<file path="src/rtl/serial_to_parallel.sv">
// -----------------------------------------------------------------------------
// serial_to_parallel
//
// Deserializer in front of the circular-convolution datapath. Collects WIDTH
// consecutive XLEN-bit serial words into one WIDTH-lane parallel frame and
// announces each completed frame with a single-cycle parallel_valid pulse.
// Lane 0 of the frame is the first word received.
//
// A word flagged with serial_first while a frame is partially collected
// restarts collection at lane 0; the discarded partial frame is reported with
// a single-cycle frame_error pulse.
//
// Optional feature (macro SERIAL_TO_PARALLEL_TIMEOUT_EN):
//   When defined, a partial frame that sees TIMEOUT consecutive idle cycles is
//   dropped and frame_error pulses. When undefined, a partial frame waits
//   indefinitely and TIMEOUT has no effect.
//
// Parameters:
//   XLEN    - bits per serial word / frame lane
//   WIDTH   - words per frame (>= 2)
//   TIMEOUT - idle-cycle limit for a partial frame (>= 1), optional feature only
//
// Ports:
//   clk            - clock, all logic on the rising edge
//   rst            - synchronous active-high reset
//   serial_valid   - qualifies serial_data / serial_first
//   serial_first   - word is lane 0 of a new frame (ignored without serial_valid)
//   serial_data    - serial word
//   parallel_valid - one-cycle pulse, parallel_data holds a new complete frame
//   parallel_data  - completed frame, [lane][bit], lane 0 = first word
//   frame_error    - one-cycle pulse, a partial frame was discarded
// -----------------------------------------------------------------------------
module serial_to_parallel #(
    parameter int XLEN    = 8,
    parameter int WIDTH   = 16,
    parameter int TIMEOUT = 32
) (
    input  logic                        clk,
    input  logic                        rst,
    input  logic                        serial_valid,
    input  logic                        serial_first,
    input  logic [XLEN-1:0]             serial_data,
    output logic                        parallel_valid,
    output logic [WIDTH-1:0][XLEN-1:0]  parallel_data,
    output logic                        frame_error
);

    localparam int PTR_W = $clog2(WIDTH);
    localparam logic [PTR_W-1:0] LAST_PTR = PTR_W'(WIDTH - 1);

    // The collection state is fully described by the lane pointer: an empty
    // pointer means no partial frame is held.
    typedef enum logic {
        ST_IDLE = 1'b0,
        ST_FILL = 1'b1
    } state_t;

    logic [PTR_W-1:0]              r_ptr;
    logic [WIDTH-2:0][XLEN-1:0]    r_buf;   // lanes 0..WIDTH-2; last lane comes straight from the input

    state_t                        w_state;
    logic                          w_resync;
    logic                          w_complete;
    logic                          w_append;
    logic                          w_timeout;
    logic                          w_buf_we;
    logic [PTR_W-1:0]              w_buf_idx;

    assign w_state = (r_ptr == '0) ? ST_IDLE : ST_FILL;

    // Word classification. These are mutually exclusive; resync has priority
    // over completion so that a serial_first on the last lane restarts the
    // frame instead of finishing it.
    assign w_resync   = serial_valid && serial_first && (w_state == ST_FILL);
    assign w_complete = serial_valid && !w_resync && (r_ptr == LAST_PTR);
    assign w_append   = serial_valid && !w_resync && !w_complete;

    // A resync word always lands in lane 0 regardless of the current pointer.
    assign w_buf_we  = w_append || w_resync;
    assign w_buf_idx = w_resync ? '0 : r_ptr;

`ifdef SERIAL_TO_PARALLEL_TIMEOUT_EN
    localparam int CNT_W = $clog2(TIMEOUT + 1);

    logic [CNT_W-1:0] r_idle_cnt;

    // Expiry fires on the idle cycle that would bring the count to TIMEOUT,
    // so the counter never actually holds TIMEOUT. An accepted word in that
    // same cycle keeps the frame alive because serial_valid masks expiry.
    assign w_timeout = !serial_valid && (w_state == ST_FILL) &&
                       (r_idle_cnt == CNT_W'(TIMEOUT - 1));

    always_ff @(posedge clk) begin
        if (rst) begin
            r_idle_cnt <= '0;
        end else if (serial_valid || (w_state == ST_IDLE) || w_timeout) begin
            r_idle_cnt <= '0;
        end else begin
            r_idle_cnt <= r_idle_cnt + CNT_W'(1);
        end
    end
`else
    // No idle limit: a partial frame is held until more words arrive.
    logic [31:0] w_unused_timeout;
    assign w_unused_timeout = 32'(TIMEOUT);
    assign w_timeout        = 1'b0;
`endif

    // NOTE: the shadow buffer has no reset; every lane is written before it is
    // ever presented on parallel_data, so resetting it would only cost logic.
    always_ff @(posedge clk) begin
        for (int i = 0; i < WIDTH - 1; i++) begin
            if (w_buf_we && (w_buf_idx == PTR_W'(i))) begin
                r_buf[i] <= serial_data;
            end
        end
    end

    // Pointer, output frame register and status pulses.
    // NOTE: state registers use non-blocking assignments so every branch sees
    // the pre-edge values, and the default pulse clears below are overridden
    // cleanly by the later branch that sets them.
    always_ff @(posedge clk) begin
        if (rst) begin
            r_ptr          <= '0;
            parallel_valid <= 1'b0;
            frame_error    <= 1'b0;
            parallel_data  <= '0;
        end else begin
            parallel_valid <= 1'b0;
            frame_error    <= 1'b0;

            if (w_resync) begin
                // Partial frame dropped; this word is lane 0 of the new one.
                // parallel_data keeps the last completed frame.
                r_ptr       <= PTR_W'(1);
                frame_error <= 1'b1;
            end else if (w_complete) begin
                parallel_data  <= {serial_data, r_buf};
                parallel_valid <= 1'b1;
                r_ptr          <= '0;
            end else if (w_append) begin
                // In IDLE this also covers a word without serial_first: it is
                // simply taken as lane 0.
                r_ptr <= r_ptr + PTR_W'(1);
            end else if (w_timeout) begin
                r_ptr       <= '0;
                frame_error <= 1'b1;
            end
        end
    end

endmodule
</file>
<file path="config.mk">
export PLATFORM = sky130hd
export DESIGN_NAME = serial_to_parallel
export DESIGN_NICKNAME = d
export VERILOG_FILES = /design/src/rtl/serial_to_parallel.sv
export SDC_FILE = /design/constraint.sdc
export NUM_CORES = 1
export LEC_CHECK = 0
export CORE_ASPECT_RATIO = 0.8
export CORE_MARGIN = 2
export CORE_UTILIZATION = 30
export CTS_BUF_LIST = sky130_fd_sc_hd__clkbuf_16
export CTS_CLUSTER_DIAMETER = 60
export DETAILED_ROUTE_END_ITERATION = 6
export PLACE_DENSITY = 0.58
export REMOVE_ABC_BUFFERS = 1
export SLEW_MARGIN = 25
export SYNTH_ARGS = -nofsm -noshare
export SYNTH_HDL_FRONTEND = slang
export SYNTH_SLANG_ARGS = --single-unit
</file>
<file path="constraint.sdc">
create_clock -name clk -period 4.1 [get_ports clk]
set_input_delay 0.615 -clock clk [delete_from_list [all_inputs] [get_ports clk]]
set_output_delay 0.615 -clock clk [all_outputs]
set_load 0.005 [all_outputs]
</file>
==> results of run 1 <==
[worst register-to-register path, delay by kind of cell (launching register included)]
kind	cells	cell delay, ns
AOI/OAI and AO/OA	1	0.17
DFF	1	0.50
buffers and inverters	1	0.39
and+or+nand+nor	3	1.03
adders and majority gates	1	0.30
[cell usage in the layout (no fill, tap or decap), drive strengths merged, types with 3 or more instances in the layout]
cell and instances:
clkinv 12, a21oi 135, clkdlybuf4s50 138, nor3 6, nand2 263, clkbuf 27
edfxtp 120, inv 12, nor2 11, nand3 3, buf 18, nor2b 3
dfxtp 134
[state kept, by name, indices dropped and copies added (netlist names)]
register and flops:
r_buf 120, frame_error 1, parallel_valid 1, parallel_data 128, r_ptr 4
[through the flow]
stage | cell area [sq um] | cells | power, mW | hold slack, ns
after CTS | 11100 | 1274 | 5.06 | 0.453
after floorplan | 8240 | 700 | 2.76 | 0.447
final | 11100 | 1274 | 4.98 | 0.450
after global placement | 10300 | 1226 | 2.84 | 0.441
after detailed placement | 10300 | 1226 | 2.84 | 0.446
after global routing | 11100 | 1274 | 5.16 | 0.471
[cell type report]
cell class	count	area [sq um]	area share
multi-input combinational	442	1960	0.177
tap	370	463	0.0419
timing repair buffer	156	1540	0.139
clock buffer	27	676	0.0611
inverter	4	15.0	0.00136
clock inverter	21	118	0.0106
sequential	254	6290	0.568
[power by group through the flow]
stage          clock network (mW)  logic (mW)  registers [mW]
6_report                     2.20       0.104            2.68
5_1_grt                      2.37       0.116            2.68
4_1_cts                      2.27       0.107            2.68
3_5_place_dp                    0       0.107            2.73
3_3_place_gp                    0       0.108            2.73
2_1_floorplan                   0      0.0254            2.73
[final timing paths]
path,start,endpoint,slack [ns],cells past startpoint
worst max-delay path,serial_first,r_buf[69]$_DFFE_PP_,1.50,5
worst min-delay path,parallel_data[17]$_SDFFE_PP0P_,parallel_data[17]$_SDFFE_PP0P_,0.45,2
worst max register to register,r_ptr[0]$_SDFFE_PP0P_,parallel_data[123]$_SDFFE_PP0P_,1.66,6
worst min register to register,parallel_data[17]$_SDFFE_PP0P_,parallel_data[17]$_SDFFE_PP0P_,0.45,2
[layer usage]
layer  wire length [um]  up-vias  GRT usage
met3               1420       28     0.0363
li1                   -     2798          -
met4                387        0     0.0276
met1               9950     2697      0.200
met2               8850      154      0.203
met5                  0        -          0
[cells by family after synthesis]
logic type / Yosys count / synth area share
AOI/OAI and AO/OA: 142 / 0.0853
and+or+nand+nor: 298 / 0.139
DFF: 254 / 0.737
adders and majority gates: 2 / 0.00293
buffers and inverters: 53 / 0.0359
==> results.md, run 1 <==
- Status: finished clean
- Die X-Extent: 192 um
- Critical path's largest stage delay: 0.74 ns
- Largest net degree at the start of global routing: 98
- Worst slew margin: 0.332
- Cell-by-cell trace of the critical path: clkdlybuf4s50_1, nand2_1, a21oi_1, a311oi_1, nor2_1
- Area growth syn-to-layout: 29.7%
- CTS tree: yes
- Cell with the most instances after synthesis: nand2_1
- CP startpoint kind: input pin
- Dpl hpwl: 12.1 mm
- Synth Area per Inst: 11.4 sq um
- Setup-failing EPs final: 0
- Filler cell count: 2774
- Gr usage total: 0.137
- Vias in the first global route: 5308
- Ys flop type: dfxtp_1
- Remaining DRCs: 0
- Synthesized instance count: 749
- WP data required: 4.25 ns
- Initial antenna violation count: 0
- Flop pwr share: 0.538
- Diode count: 0
- Leading area contributor after synthesis: edfxtp_1
- Die Area: 29800 sq um
- Wirelength per Cell: 16.2 um
- Vias per cell: 4.46
- PostCTS Resize Cnt: 0
- Total congestion overflow: 0
- Synthesized cell area: 8530 sq um
- # Post-CTS Setup Buffers: 0
- Root Buffer: clkbuf_16
- Synth top cells by count: 263 x nand2_1, 135 x a21oi_1, 134 x dfxtp_1
- FP Rows: 55
- CTS Sinks: 254
- Clock Skews: 0.00888 ns
- VDD IR-drop max: 272 uV
- Cell family with most CP delay: simple AND/OR/NAND/NOR gates
- H-tree levels: 1
- Worst Max-Slew Pin Slew: 0.998 ns
- Fin nets: 899
- CTS Hold Bufs: 0
- Chip Height: 155 um
- Sequential fraction of the synthesis area: 0.737
- RSZ-0062 raised after global routing: no
- Total of max-cap violations: 0
- Max-slew violation total from the final report: 0
- CP Data Arrival Time: 2.75 ns
- Crit path max fanout: 11
- First-pass GRT wire length: 31.4 mm
- Clock Latency Late Sink: 0.52 ns
- TritonCTS buffer count: 27
- Final Hold Vio Count: 0
- Maximum buffer depth of the clock tree: 3
- Yosys warnings: 0
- Ratio of total power to cell area: 450 nW/um^2
- Ratio of final minimum period to clock period: 0.634
- Final WL: 20.6 mm
- Worst path bufs/invs: 1
- P_leak: 3.55 nW
- Drt first pass iters: 4
- Clk pwr share: 0.441
- Initial Utilization: 0.303
- Post-Place Worst Slack: 0.998 ns
- Critical path capture point type: flip-flop
- Netlist cell types: 31
- Post-synth ARST share: 0
- Core ar.: 28100 sq um
- Setup TNS: 0 ns
- Sw Pwr: 1.04 mW
- Critical-path cell with the highest stage delay: clkdlybuf4s50_1
- Proportion of layout cells with a drive suffix above 1: 0.0642
- Combinational share of power: 0.021
- EDFF count, synth: 120
- Ports: 142
- Yosys reg bits: 254
- Worst setup margin: 1.50 ns
- Fin util: 0.393
- Vias: 5677
- Worst min path class: flip-flop to flip-flop
- DRT iter0 DRCs: 309
- Number of nets with antenna violations after routing: 0
- CP Class: input pin to flip-flop
- CTS clk-pin slew, worst paths: 0.06 ns
- GP Congestion: 0.760
- Post-route minimum period: 2.60 ns
- F_max: 384 MHz
- Switching share of total power: 0.208
- IO buf count: 141
- Top cell type's share of synthesized area: 0.423
- Internal power: 3.94 mW
- Synth top area cells: edfxtp_1 42%, dfxtp_1 31%, nand2_1 12%
Note: power is estimated with default switching activity, not from simulation.
==> run 2: changes to the inputs <==
- clock period: 4.1 -> 2.62 ns (I/O delays scaled with it)
==> results.md, run 2 (synthesized netlist as in run 1, its figures left out) <==
- Max-slew violation total from the final report: 0 (unchanged)
- Fin nets: 916 (+1.9%)
- Diode count: 0 (unchanged)
- Status: finished clean
- Final WL: 21.6 mm (+4.8%)
- WP data required: 2.77 ns (-1.48 ns)
- WP depth: 4 (-1)
- Die X-Extent: 192 um (unchanged)
- Commonest non-fill, non-tap cells in the layout: 262 x nand2_1, 140 x clkdlybuf4s50_1, 135 x a21oi_1, 134 x dfxtp_1, 120 x edfxtp_1
- Clock Skews: 0.0125 ns (+0.00363 ns)
- Post-route minimum period: 2.30 ns
- Cell family with most CP delay: simple AND/OR/NAND/NOR gates
- Max FFs per register: 128 (unchanged)
- Setup-failing EPs final: 0 (unchanged)
- Vias per cell: 4.53 (+1.7%)
- Dpl hpwl: 12.8 mm (+5.6%)
- Clock Latency Late Sink: 0.53 ns (about the same)
- Critical-path cell with the highest stage delay: nor2_1
- CTS tree: yes
- Crit path max fanout: 13 (+2)
- IO buf count: 141 (unchanged)
- Regs by FF count: parallel_data x128, r_buf x120, r_ptr x4
- Most common cell after layout, fill and taps aside: nand2_1
- Most flops, register: parallel_data
- First-pass GRT wire length: 32.7 mm (+4.0%)
- Root Buffer: clkbuf_16
- Reg2reg path depth: 4 (-2)
- Chip Height: 155 um (unchanged)
- Post-place instance area: 10400 sq um (+1.7%)
- Proportion of layout cells with a drive suffix above 1: 0.0823 (+0.0182)
- Worst path bufs/invs: 0 (-1)
- Critical path's largest stage delay: 0.66 ns (-0.08 ns)
- Area growth syn-to-layout: 32.4%
- Die Area: 29800 sq um (unchanged)
- Initial antenna violation count: 0 (unchanged)
- Total Power: 8.04 mW (+61%)
- RSZ-0062 raised after global routing: no
- Min-Delay Path Depth: 2 (unchanged)
- CTS Hold Bufs: 0 (unchanged)
- Drt first pass iters: 5 (+1)
- VDD IR-drop max: 478 uV (+76%)
- Worst slew margin: 0.472 (+0.140)
- Post-Place Worst Slack: -0.0292 ns (-1.03 ns)
- Wirelength per Cell: 16.7 um (+3.2%)
- Total of max-cap violations: 0 (unchanged)
- R2r setup slk: 0.32 ns (-1.34 ns)
- Remaining DRCs: 0 (unchanged)
- Cell-by-cell trace of the critical path: or4b_1, a21oi_1, a311oi_1, nor2_1
- F_max: 434 MHz
- DRT iter0 DRCs: 371 (+20%)
- Gr usage total: 0.143 (+0.00644)
- Post-placement cell count: 1243 (+1.4%)
- GP Congestion: 0.751 (-1.2%)
- Critical path capture point type: flip-flop
- CTS Sinks: 254 (unchanged)
- CTS clk-pin slew, worst paths: 0.06 ns (about the same)
- Ratio of total power to cell area: 712 nW/um^2 (+58%)
- PostCTS Resize Cnt: 0 (unchanged)
- Worst setup margin: 0.317 ns (-1.18 ns)
- Fin area: 11300 sq um (+2.1%)
- P_leak: 3.65 nW (+3.0%)
- Final Hold Vio Count: 0 (unchanged)
- Number of nets with antenna violations after routing: 0 (unchanged)
- H-tree levels: 1 (unchanged)
- Core ar.: 28100 sq um (unchanged)
- Non-Filler Instances: 1293 (+1.5%)
- Worst Max-Slew Pin Slew: 0.789 ns (-0.210 ns)
- Fin util: 0.401 (+0.00809)
- TritonCTS buffer count: 27 (unchanged)
- Largest net degree at the start of global routing: 60 (-39%)
- Initial Utilization: 0.303 (unchanged)
- Ratio of final minimum period to clock period: 0.879
- # Post-CTS Setup Buffers: 0 (unchanged)
- Vias: 5859 (+3.2%)
- Total congestion overflow: 0 (unchanged)
- Worst min path class: input pin to flip-flop
- CP Data Arrival Time: 2.46 ns (-0.29 ns)
- CP Class: flip-flop to flip-flop
- Ports: 142 (unchanged)
- Maximum buffer depth of the clock tree: 3 (unchanged)
- Vias in the first global route: 5526 (+4.1%)
- CP startpoint kind: flip-flop
- FP Rows: 55 (unchanged)
run 2: where the power goes:
| group | switching (mW) | internal [mW] | leakage, nW | total [mW] |
|---|---|---|---|---|
| clock | 1.58 | 2.08 | 0.432 | 3.66 |
| sequential | 0.0106 | 4.18 | 2.16 | 4.19 |
| combinational | 0.138 | 0.0512 | 1.06 | 0.189 |
| total | 1.73 | 6.31 | 3.65 | 8.04 |
run 2: final timing paths:
path / startpoint / endpoint
hold / removal: rst / parallel_data[123]$_SDFFE_PP0P_
hold reg to reg: parallel_data[52]$_SDFFE_PP0P_ / parallel_data[52]$_SDFFE_PP0P_
setup reg to reg: r_ptr[3]$_SDFFE_PP0P_ / r_buf[103]$_DFFE_PP_
setup / recovery: r_ptr[3]$_SDFFE_PP0P_ / r_buf[103]$_DFFE_PP_
run 2: stage by stage:
step / TNS, ns / hold WS (ns)
2_1_floorplan: -106.72 / 0.447
3_3_place_gp: 0 / 0.442
3_5_place_dp: -0.232 / 0.446
4_1_cts: 0 / 0.359
5_1_grt: 0 / 0.377
6_report: 0 / 0.350
run 2: cell type report:
| class | instances | area (sq um) |
|---|---|---|
| Fill cell | 2750 | 16900 |
| Sequential cell | 254 | 6290 |
| Multi-Input combinational cell | 442 | 1960 |
| Timing Repair Buffer | 173 | 1710 |
| Clock buffer | 27 | 676 |
| Tap cell | 370 | 463 |
| Clock inverter | 23 | 174 |
| Inverter | 4 | 15.0 |
run 2: worst register-to-register path, stage by stage (launching register included):
cell and delay (ns):
dfxtp_1 0.47, or4b_1 0.56, a21oi_1 0.13, a311oi_1 0.10, nor2_1 0.66
run 2: layer usage:
metal | part of all wire | up-vias | global-route usage | wire length [um]
met5 | 0 | - | 0 | 0
met4 | 0.019 | 0 | 0.0291 | 406
met3 | 0.054 | 32 | 0.0315 | 1160
met2 | 0.44 | 148 | 0.214 | 9400
met1 | 0.49 | 2832 | 0.213 | 10600
li1 | - | 2847 | - | -
==> variant: new RTL, flow settings as in run 1 <==
Build with the macro `SERIAL_TO_PARALLEL_TIMEOUT_EN` defined.
--- a/src/rtl/serial_to_parallel.sv
+++ b/src/rtl/serial_to_parallel.sv
@@ -32,2 +32,4 @@
 // -----------------------------------------------------------------------------
+`define SERIAL_TO_PARALLEL_TIMEOUT_EN
+
 module serial_to_parallel #(
Function: no difference found for any inputs over 10 cycles, from zero or initial values and one cycle with rst high; that may be too few to reach the edited logic, so the function may still have changed.
==> variant against run 1 <==
- total power up 6.6%
- area after synthesis rose by 3.2%
- sequential power rose by 3%
- hold slack better by 0.75 ps
- largest cell class unchanged
- highest routed layer unchanged
- clock power grew 10%
- routed wire length rose by 4.2%
- worst setup slack improved by 71 ps
- design area rose by 3.2%
- sequential cell count up 6
==> variant: results (changes against run 1) <==
worst skew pair latency=540 ps (was 520 ps); Final Power=5306 uW (was 4980 uW); CTS buffer count=28 (was 27); hpwl dp=12,450 um (was 12,110 um); vias in the first global route=5,574 (was 5,308); Yosys cell types=32 (was 31); pre-CTS worst setup slack=1054 ps (was 997.5 ps); Critical Path AT=2700 ps (was 2750 ps); leading cell types by total area after synthesis=edfxtp_1, dfxtp_1, nand2_1, a21oi_1, buf_6 (unchanged); clock skew=15.35 ps (was 8.877 ps); fillers=2,858 (was 2,774); Hold Startpoint=parallel_data[17] (unchanged); Net Switching=1135 uW (was 1037 uW); GP Congestion=0.8047 (was 0.7601); Seq/Total Area, Yosys=72.81% (was 73.72%); first-pass GRT wire length=32,720 um (was 31,400 um); WL final=21,470 um (was 20,610 um); reg-to-reg endpoint=r_buf[70] (was parallel_data[123]); GRT Util Overall=13.80% (was 13.67%); initial antenna violation count=1 (was 0); Starting DRT DRC Count=331 (was 309); layout cells sized above 1=7.594% (was 6.416%); P_seq=2750 uW (was 2680 uW); hold path cells=2 (unchanged); Largest regs=parallel_data: 128 flops, r_buf: 120 flops, r_idle_cnt: 6 flops (was parallel_data: 128 flops, r_buf: 120 flops, r_ptr: 4 flops); post-route insts no fill=1,313 (was 1,274); largest net degree at the start of global routing=95 (was 98); Post-Synthesis Cells=772 (was 749); status=finished, final reports clean (unchanged); peak supply drop=0.3309 mV (was 0.2721 mV); Post-synth top cells=nand2_1, dfxtp_1, a21oi_1, edfxtp_1 (was nand2_1, a21oi_1, dfxtp_1, edfxtp_1, clkbuf_1); Post-Place Cell Area=10,520 um2 (was 10,270 um2); Vias=5,925 (was 5,677)
==> variant: changes by cell type after synthesis, moves of 3 or more <==
cell / delta
nor3_1: +5
clkbuf_1: -9
buf_2: +6
a21oi_1: +3
nand3_1: +3
nor2_1: +3
nor2b_1: -3
a2111oi_2: +3
inv_1: +3
dfxtp_1: +6
==> variant: critical path, cell delays in order <==
cell,delay [ps]
clkdlybuf4s50_1,620
nand2b_2,150
a21oi_1,400
o211ai_1,250
a21oi_1,650
==> variant: worst max-delay path by stage <==
stage	from	end	slack [ps]
after CTS	r_ptr[1]	r_buf[70]	1590
after global placement	serial_valid	r_buf[71]	1160
after global routing	r_ptr[1]	r_buf[67]	1430
after floorplan	serial_first	parallel_data[0]	-3400
final	serial_valid	r_buf[70]	1570
after detailed placement	serial_valid	r_buf[70]	1050
==> variant: cell type report <==
type                       instances  area (um2)  area share [%]
tap                              377       471.7           4.131
antenna                            1       2.502         0.02192
timing repair buffer             157        1536           13.46
sequential                       260        6406           56.10
inverter                           8       30.03          0.2630
clock buffer                      29       725.7           6.355
multi-input combinational        458        2079           18.21
clock inverter                    23       166.4           1.457
==> variant: logic make-up after synthesis <==
family | Yosys count | share of synthesized area, %
XOR/XNOR | 4 | 0.3983
AND/OR/NAND/NOR | 300 | 13.30
AO/OA/AOI/OAI | 151 | 9.343
buffers and inverters | 54 | 3.726
adder cells (fa/ha/maj) | 3 | 0.4267
flip-flops | 260 | 72.81
==> variant: metal layers <==
metal  global-route usage (%)  share of wire, %  up-vias  routed length (um)
met5                        0                 0        -                   0
met4                    3.308               2.0        0                 430
met3                    3.171               6.2       32                1322
met2                    21.16                42      159                9091
met1                    19.80                49     2836               10630
li1                         -                 -     2898                   -
